### config.mk
export PLATFORM = sky130hd
export DESIGN_NAME = video_sync_decoder
export DESIGN_NICKNAME = d
export VERILOG_FILES = /design/src/rtl/video_sync_decoder.sv
export SDC_FILE = /design/constraint.sdc
export NUM_CORES = 1
export LEC_CHECK = 0
export CAP_MARGIN = 20
export CELL_PAD_IN_SITES_DETAIL_PLACEMENT = 1
export CELL_PAD_IN_SITES_GLOBAL_PLACEMENT = 1
export CORE_UTILIZATION = 38
export DETAILED_ROUTE_END_ITERATION = 10
export PLACE_DENSITY = 0.68
export SLEW_MARGIN = 15
export SYNTH_ARGS = -nofsm -noshare
export SYNTH_HDL_FRONTEND = slang
export SYNTH_SLANG_ARGS = --single-unit
### constraint.sdc
create_clock -name clk -period 5.4 [get_ports clk]
set_input_delay 1.08 -clock clk [delete_from_list [all_inputs] [get_ports clk]]
set_output_delay 1.08 -clock clk [all_outputs]
set_load 0.005 [all_outputs]
### src/rtl/video_sync_decoder.sv
// Recovers line/frame timing from active-high sync and blank inputs, measures
// the raster geometry and reports lock, loss of lock and the current position.
module video_sync_decoder (
    input  logic       clk,
    input  logic       reset,
    input  logic       clk_pix,
    input  logic       hsync_in,
    input  logic       vsync_in,
    input  logic       hbl_in,
    input  logic       vbl_in,
    output logic [8:0] hc_rec,
    output logic [8:0] vc_rec,
    output logic [8:0] h_total,
    output logic [8:0] v_total,
    output logic [8:0] h_active,
    output logic [8:0] v_active,
    output logic       locked,
    output logic       sync_err
);

    typedef enum logic [1:0] {
        SEARCH,
        TRACK,
        LOCKED
    } state_e;

    state_e     state_q, state_d;
    logic       hs_prev_q, hs_prev_d;
    logic       vs_prev_q, vs_prev_d;
    logic [8:0] hcnt_q, hcnt_d;
    logic [8:0] hact_q, hact_d;
    logic [8:0] lcnt_q, lcnt_d;
    logic [8:0] vact_q, vact_d;
    logic [8:0] h_cand_q, h_cand_d;
    logic [8:0] ha_cand_q, ha_cand_d;
    logic [8:0] h_prev_q, h_prev_d;
    logic [8:0] v_prev_q, v_prev_d;
    logic       prev_valid_q, prev_valid_d;
    logic [8:0] h_total_q, h_total_d;
    logic [8:0] v_total_q, v_total_d;
    logic [8:0] h_active_q, h_active_d;
    logic [8:0] v_active_q, v_active_d;
    logic       locked_q, locked_d;
    logic       sync_err_q, sync_err_d;

    logic       hrise;
    logic       vrise;
    logic       hsat;
    logic [8:0] lcnt_inc;
    logic [8:0] vact_inc;
    logic [8:0] v_cand;
    logic [8:0] va_cand;

    always_comb begin
        hrise        = clk_pix & hsync_in & ~hs_prev_q;
        vrise        = clk_pix & vsync_in & ~vs_prev_q;

        state_d      = state_q;
        hs_prev_d    = hs_prev_q;
        vs_prev_d    = vs_prev_q;
        hcnt_d       = hcnt_q;
        hact_d       = hact_q;
        h_cand_d     = h_cand_q;
        ha_cand_d    = ha_cand_q;
        h_prev_d     = h_prev_q;
        v_prev_d     = v_prev_q;
        prev_valid_d = prev_valid_q;
        h_total_d    = h_total_q;
        v_total_d    = v_total_q;
        h_active_d   = h_active_q;
        v_active_d   = v_active_q;
        sync_err_d   = 1'b0;

        // A line start coincident with a frame start is counted before the latch.
        lcnt_inc = (hrise && lcnt_q != '1) ? lcnt_q + 9'd1 : lcnt_q;
        vact_inc = (hrise && !vbl_in && vact_q != '1) ? vact_q + 9'd1 : vact_q;
        v_cand   = lcnt_inc - 9'd1;
        va_cand  = vact_inc;
        lcnt_d   = vrise ? '0 : lcnt_inc;
        vact_d   = vrise ? '0 : vact_inc;

        if (clk_pix) begin
            hs_prev_d = hsync_in;
            vs_prev_d = vsync_in;
            if (hrise) begin
                h_cand_d  = hcnt_q;
                ha_cand_d = hact_q;
                hcnt_d    = '0;
                hact_d    = '0;
            end else begin
                if (hcnt_q != '1) hcnt_d = hcnt_q + 9'd1;
                if (!hbl_in && hact_q != '1) hact_d = hact_q + 9'd1;
            end
        end

        hsat = clk_pix && (hcnt_d == '1);

        unique case (state_q)
            SEARCH: begin
                if (vrise) begin
                    state_d      = TRACK;
                    prev_valid_d = 1'b0;
                end
            end
            TRACK: begin
                if (hsat) begin
                    state_d = SEARCH;
                end else if (vrise) begin
                    if (prev_valid_q && h_cand_d == h_prev_q && v_cand == v_prev_q) begin
                        state_d    = LOCKED;
                        h_total_d  = h_cand_d;
                        v_total_d  = v_cand;
                        h_active_d = ha_cand_d;
                        v_active_d = va_cand;
                    end
                    h_prev_d     = h_cand_d;
                    v_prev_d     = v_cand;
                    prev_valid_d = 1'b1;
                end
            end
            LOCKED: begin
                if (hsat || (hrise && h_cand_d != h_total_q) ||
                    (vrise && v_cand != v_total_q)) begin
                    state_d    = SEARCH;
                    sync_err_d = 1'b1;
                end
            end
            default: state_d = SEARCH;
        endcase

        locked_d = (state_d == LOCKED);
    end

    always_ff @(posedge clk) begin
        if (reset) begin
            state_q      <= SEARCH;
            hs_prev_q    <= 1'b0;
            vs_prev_q    <= 1'b0;
            hcnt_q       <= '0;
            hact_q       <= '0;
            lcnt_q       <= '0;
            vact_q       <= '0;
            h_cand_q     <= '0;
            ha_cand_q    <= '0;
            h_prev_q     <= '0;
            v_prev_q     <= '0;
            prev_valid_q <= 1'b0;
            h_total_q    <= '0;
            v_total_q    <= '0;
            h_active_q   <= '0;
            v_active_q   <= '0;
            locked_q     <= 1'b0;
            sync_err_q   <= 1'b0;
        end else begin
            state_q      <= state_d;
            hs_prev_q    <= hs_prev_d;
            vs_prev_q    <= vs_prev_d;
            hcnt_q       <= hcnt_d;
            hact_q       <= hact_d;
            lcnt_q       <= lcnt_d;
            vact_q       <= vact_d;
            h_cand_q     <= h_cand_d;
            ha_cand_q    <= ha_cand_d;
            h_prev_q     <= h_prev_d;
            v_prev_q     <= v_prev_d;
            prev_valid_q <= prev_valid_d;
            h_total_q    <= h_total_d;
            v_total_q    <= v_total_d;
            h_active_q   <= h_active_d;
            v_active_q   <= v_active_d;
            locked_q     <= locked_d;
            sync_err_q   <= sync_err_d;
        end
    end

    assign hc_rec   = hcnt_q;
    assign vc_rec   = lcnt_q;
    assign h_total  = h_total_q;
    assign v_total  = v_total_q;
    assign h_active = h_active_q;
    assign v_active = v_active_q;
    assign locked   = locked_q;
    assign sync_err = sync_err_q;

endmodule

### Word-level counts from Yosys, hierarchy flattened

Index checks and enable logic that the tools add are counted.

| storage, ports and cells | value |
|---|---|
| register bits | 115 |
| input port bits | 7 |
| output and inout bits | 56 |
| logic and storage cells | 90 |

| operators by class | value |
|---|---|
| add/sub/neg operators | 5 |
| equality and inequality tests | 15 |
| mux-type cells | 22 |
| bitwise logic cells | 8 |
| reductions and logical operators | 22 |

Operators by type and width:

| kind | count |
|---|---|
| 9-bit two-way mux | 11 |
| 9-bit by 1-bit adder with 9-bit output, second input constant | 4 |
| 9-bit inequality test, second input constant | 4 |
| 9-bit equality test | 2 |
| 9-bit inequality test | 2 |
| 2-bit two-way mux | 5 |
| 9-bit equality test, second input constant | 1 |
| 1-bit logical AND | 9 |
| 9-bit by 1-bit subtractor with 9-bit output, second input constant | 1 |
| 4-bit AND reduction | 2 |
| 2-bit inequality test, second input constant | 3 |
| 2-bit one-hot mux with 3 select lines | 1 |
| 1-bit bitwise AND | 4 |
| 2-bit equality test, second input constant | 2 |
| 1-bit two-way mux | 4 |
| 1-bit inverter | 4 |
| 2-bit nonzero test | 2 |
| 2-bit OR reduction | 2 |
| 3-bit AND reduction | 1 |
| 2-bit by 1-bit equality test with 1-bit output, second input constant | 1 |
| 1-bit logical NOT | 2 |
| 2-bit logical NOT | 1 |
| 1-bit logical OR | 2 |
| 1-bit one-hot mux with 2 select lines | 1 |
| 2-bit AND reduction | 1 |

### Longest topological paths before layout

Gate-level depths: netlist of the first run.

| logic depth | value |
|---|---|
| depth after elaboration | 12 |
| depth in mapped cells | 18 |
| depth with buffers taken out | 15 |

### Worst setup path before layout of the first run

No wires, ideal clock.

| timing path | value |
|---|---|
| kind | register to register |
| start point | reg lcnt_q[1] (netlist: vc_rec[1]) |
| end point | reg h_active_q[0] (netlist: h_active[0]) |
| setup time | 121 ps |
| arrival time | 4156 ps |
| data required time | 5279 ps |
| slack | 1123 ps |
| cell stages (with the launch flop) | 17 |
| path buffers | 3 |
| period minus slack after synthesis | 4277 ps |
| cell sequence | dfxtp_1 -> ha_1 -> buf_2 -> nand3_1 -> nor3_1 -> ha_1 -> and4bb_4 -> buf_6 -> xnor2_1 -> ha_1 -> xnor3_1 -> xor2_1 -> or3_1 -> nor4_4 -> nand2_4 -> buf_6 -> mux2_4 |

| on the way | value |
|---|---|
| cells in the longest elaborated chain, start to end | 7 |
| elaborated cells on any way between the ends | 8 |
| classes of those cells | 2 x add/sub; 2 x eq/ne; 1 x mux; 3 x reduce/logical |

Ends and longest elaborated chain:

| element | RTL line | RTL |
|---|---|---|
| from (decl) | 32 | `logic [8:0] lcnt_q, lcnt_d;` |
| from (signal assigned) | 160 | `lcnt_q <= lcnt_d;` |
| 9-bit inequality test | 75 | `lcnt_inc = (hrise && lcnt_q != '1) ? lcnt_q + 9'd1 : lcnt_q;` |
| 1-bit logical AND | 75 |  |
| 9-bit two-way mux | 75 |  |
| 9-bit by 1-bit subtractor with 9-bit output | 77 | `v_cand = lcnt_inc - 9'd1;` |
| net v_cand[0] | 51 | `logic [8:0] v_cand;` |
| 9-bit equality test | 109 | `if (prev_valid_q && h_cand_d == h_prev_q && v_cand == v_prev_q) begin` |
| 1-bit logical AND | 109 |  |
| 4-bit AND reduction (no line) | n/a |  |
| to (signal assigned) | 169 | `h_active_q <= h_active_d;` |
| to (decl) | 41 | `logic [8:0] h_active_q, h_active_d;` |

The timed path passes the listed nets, and every way through them passes these cells.
A chain may end at the register's enable or synchronous reset.

### Worst setup path after layout of the first run

| timing path | value |
|---|---|
| start point | reg lcnt_q[0] (netlist: vc_rec[0]) |
| end point | reg h_active_q[2] (netlist: h_active[2]) |

| on the way | value |
|---|---|
| cells in the longest elaborated chain, start to end | 7 |
| elaborated cells on any way between the ends | 8 |
| classes of those cells | 2 x add/sub; 2 x eq/ne; 1 x mux; 3 x reduce/logical |

Ends and longest elaborated chain:

| element | RTL line |
|---|---|
| branches (longest 2 deep; another with 9-bit by 1-bit adder with 9-bit output) | n/a |
| 9-bit two-way mux * | 75 |
| 9-bit by 1-bit subtractor with 9-bit output * | 77 |
| net v_cand[0] | 51 |
| 9-bit equality test * | 109 |
| 1-bit logical AND * | 109 |
| 4-bit AND reduction (no line) * | n/a |

Mark *: on every way through the listed nets, which the timed path passes.

==> impl_metrics.py, run 1 <==
metrics = {
    "outcome": {
        "outcome": "complete, no violations",
    },
    "global_route": {
        "grt_pass1_vias": 4701,
        "grt_pass1_wl_um": 24160,
        "grt-ovfl-total": 0,
        "antenna_found_initial": 0,
        "grt_max_degree": 81,
        "grt_usage": 0.1971,
    },
    "pwr": {
        "p_sw_mw": 0.4997,
        "combinationalPowerShare": 0.076,
        "power_density_nw_per_um2": 292.7,
        "ir_worst_vdd_v": 0.0002209,
        "seqPwrFrac": 0.419,
        "p_clk_frac": 0.505,
        "swShare": 0.2411,
        "p_int_mw": 1.572,
        "leakage_nw": 2.808,
    },
    "timing": {
        "post-route-min-period_ns": 4.946,
        "maxSlewHeadroom": 0.4362,
        "worst_slack_ns": 0.4539,
        "clock_skew_ns": 0.004210,
        "fmax_mhz": 202.2,
        "tightest_slew_ns": 0.8457,
        "maxSlewViolCount": 0,
        "period_share": 0.9159,
        "setup_tns_ns": 0,
        "finalHoldViolCount": 0,
        "setup_viol": 0,
        "rsz0062_at_grt": "no",
    },
    "routing": {
        "drt-total-wl_um": 14820,
        "firstDrtPassIters": 7,
        "drtIter0Drc": 272,
        "routed_via_density": 5.267,
        "via_count": 4603,
        "antenna_left": 0,
        "route.detailed.drc": 0,
        "wl_per_cell_um": 16.96,
    },
    "synthesis": {
        "synth_top_family_by_area": "simple AND/OR/NAND/NOR gates",
        "synth_edf_count": 0,
        "async_reset_ff_frac": 0,
        "syn_inst": 625,
        "synth-seq-cells": 115,
        "synth_area_leaders": "dfxtp_1 (40%), mux2_4 (5.7%), mux2i_1 (5.7%), nor2_1 (5.5%), xnor2_1 (5.0%)",
        "ys.flop_type": "dfxtp_1",
        "synth-simple-area-share": 0.2219,
        "syn-cell-area_um2": 5786,
        "synth.most_common_cell": "dfxtp_1",
        "syn-num-nets": 640,
        "ys_seq_area_frac": 0.3979,
        "synth.top_cell.area_share": 0.3979,
        "synth_compound_area_frac": 0.08131,
        "synthDistinctLibCells": 56,
        "avgSynthCellArea_um2": 9.257,
        "yosysWarnings": 0,
        "yosysTopAreaCell": "dfxtp_1",
        "synth_commonest_cells": "dfxtp_1 (115), nor2_1 (85), nand2_1 (58), mux2i_1 (33), xnor2_1 (33)",
        "synthMuxAreaShare": 0.1298,
        "synth_xor_area_frac": 0.1157,
        "synthAdderAreaFrac": 0.01730,
    },
    "die": {
        "start_util": 0.3936,
        "fp-row-count": 44,
        "die_h_um": 125.4,
        "core-area_um2": 14700,
        "die-area_um2": 15720,
        "die_w_um": 125.4,
        "ioPinCount": 63,
    },
    "cts": {
        "cts-htree-levels": 4,
        "cts_tree": "done",
        "postCtsSetupBuffers": 0,
        "cts_buffers": 17,
        "cts.clk_slew.worst_paths_ns": 0.05,
        "clock_latency_ns": 0.42,
        "cts_root_buffer": "clkbuf_16",
        "clock-sinks": 115,
        "clock_path_buffers": 2,
    },
    "hold_path": {
        "min_to": "ha_cand_q[0]",
        "min_path_cells": 2,
        "hp-class": "flip-flop to flip-flop",
        "min_from": "ha_cand_q[0]",
    },
    "critical_path": {
        "worstPathRequired_ns": 5.71,
        "r2r-end": "h_active[2]",
        "r2r-start": "vc_rec[0]",
        "reg2reg_slack_ns": 0.45,
        "startpoint_type": "flip-flop",
        "critPathKind": "flip-flop to flip-flop",
        "end_kind": "flip-flop",
        "cp_max_fo": 36,
        "worstPathArrival_ns": 5.25,
        "r2r_cells": 15,
    },
    "place": {
        "dp_hpwl_um": 10150,
        "dp_slack_ns": 0.3163,
        "place_inst": 843,
        "gp_congestion": 0.8091,
        "dpl_cell_area_um2": 6524,
        "io_buffer_count": 62,
    },
    "final_layout": {
        "multi_input_comb_area_um2": 3283,
        "areaGrowthSynthToFinish_pct": 22.36,
        "finalInstanceArea_um2": 7079,
        "fin_util": 0.4816,
        "nets": 693,
        "regArea_um2": 2302,
        "n_antenna_cell": 0,
        "fillers": 1652,
        "drive_gt1_frac": 0.1087,
        "final_cells": 874,
    },
    "flow_run": {
        "drv_cap": 0,
    },
}
==> worst max-delay path: stages (launching register included) <==
cell and delay (ns):
dfxtp_1 0.50, ha_1 0.41, nand3_1 0.25, nor3_1 0.25
ha_1 0.22, and4bb_4 0.31, xnor2_1 0.23, ha_1 0.30
nand2b_1 0.11, nor4_1 0.23, nor3_1 0.12, xnor2_1 0.42
xor2_1 0.20, nor4_2 0.52, nand2_8 0.33, mux2_4 0.39
==> power by group through the flow <==
stage               logic, mW  registers, mW  clock network (mW)
floorplan               0.115          0.883                   0
global route            0.172          0.870                1.10
detailed placement      0.157          0.887                   0
CTS                     0.159          0.869                1.07
finish                  0.157          0.869                1.05
global placement        0.154          0.886                   0
==> cell families (layout without fill, tap and decap cells) <==
logic type	count (synthesis)	count (layout)
AO/OA/AOI/OAI	69	69
XOR/XNOR	67	67
adder cells (fa/ha/maj)	8	8
buffers and inverters	45	110
flip-flops	115	115
multiplexers	62	62
AND/OR/NAND/NOR	259	259
==> cells in the final DEF (no fill, tap or decap), types with 6 or more instances in the layout <==
master and n:
nor2_1 85, mux2i_1 33, inv_1 7, xnor2_1 33, nand4_1 12, mux2_4 22, nor3_1 17, nand2_1 58
xnor3_1 6, buf_4 10, ha_1 8, dfxtp_1 115, xor2_1 28, nand3_1 14, and3_1 10, clkdlybuf4s50_1 61
a21oi_1 26, clkbuf_16 17, mux2_2 6, nor2b_1 29, a211oi_1 12, nand2b_1 7
==> worst max-delay path by stage <==
stage,slack (ns),from,end
after floorplan,1.12,vc_rec[1],h_active[0]
after global placement,0.52,hsync_in,h_active[2]
after detailed placement,0.32,hsync_in,h_active[0]
after CTS,0.37,vc_rec[0],h_active[0]
after global routing,0.05,vc_rec[0],h_active[2]
final,0.45,vc_rec[0],h_active[2]
==> layer usage <==
layer / track usage / wire length (um) / vias to the layer above
li1: - / - / 2255
met1: 0.2382 / 6783 / 2258
met2: 0.3349 / 7287 / 75
met3: 0.05648 / 575 / 15
met4: 0.06671 / 176 / 0
met5: 0 / 0 / -
==> what timing repair did <==
item	CTS	global route
gates resized for setup	0	1
endpoints found under the hold margin	0	0
endpoints found under the setup margin	0	13
hold buffers	0	0
==> state kept, by name (all words and copies together) (netlist names) <==
signal / flops
v_active: 9
state_q: 2
sync_err: 1
h_active: 9
vact_q: 9
hact_q: 9
v_prev_q: 9
vc_rec: 9
hs_prev_q: 1
v_total: 9
locked: 1
prev_valid_q: 1
h_cand_q: 9
vs_prev_q: 1
hc_rec: 9
ha_cand_q: 9
h_prev_q: 9
h_total: 9
==> through the flow <==
| step | hold slack (ns) | power [mW] |
|---|---|---|
| 3_3_place_gp | 0.4486 | 1.040 |
| 4_1_cts | 0.4716 | 2.101 |
| 2_1_floorplan | 0.4396 | 0.9982 |
| 5_1_grt | 0.4827 | 2.146 |
| 3_5_place_dp | 0.4607 | 1.043 |
| 6_report | 0.4665 | 2.072 |
==> final cells by class <==
class	instances	area share
timing repair buffer	72	0.09756
clock inverter	9	0.01166
tap	184	0.03252
sequential	115	0.3252
clock buffer	22	0.06557
multi-input combinational	465	0.4638
inverter	7	0.003712
Note: power is estimated with default switching activity, not from simulation.
==> inputs of run 2 (changes only) <==
Settings changed: SETUP_SLACK_MARGIN from default to 0.02.
==> results of run 2 <==
Final layout, timing and power as in run 1 (identical DEF).
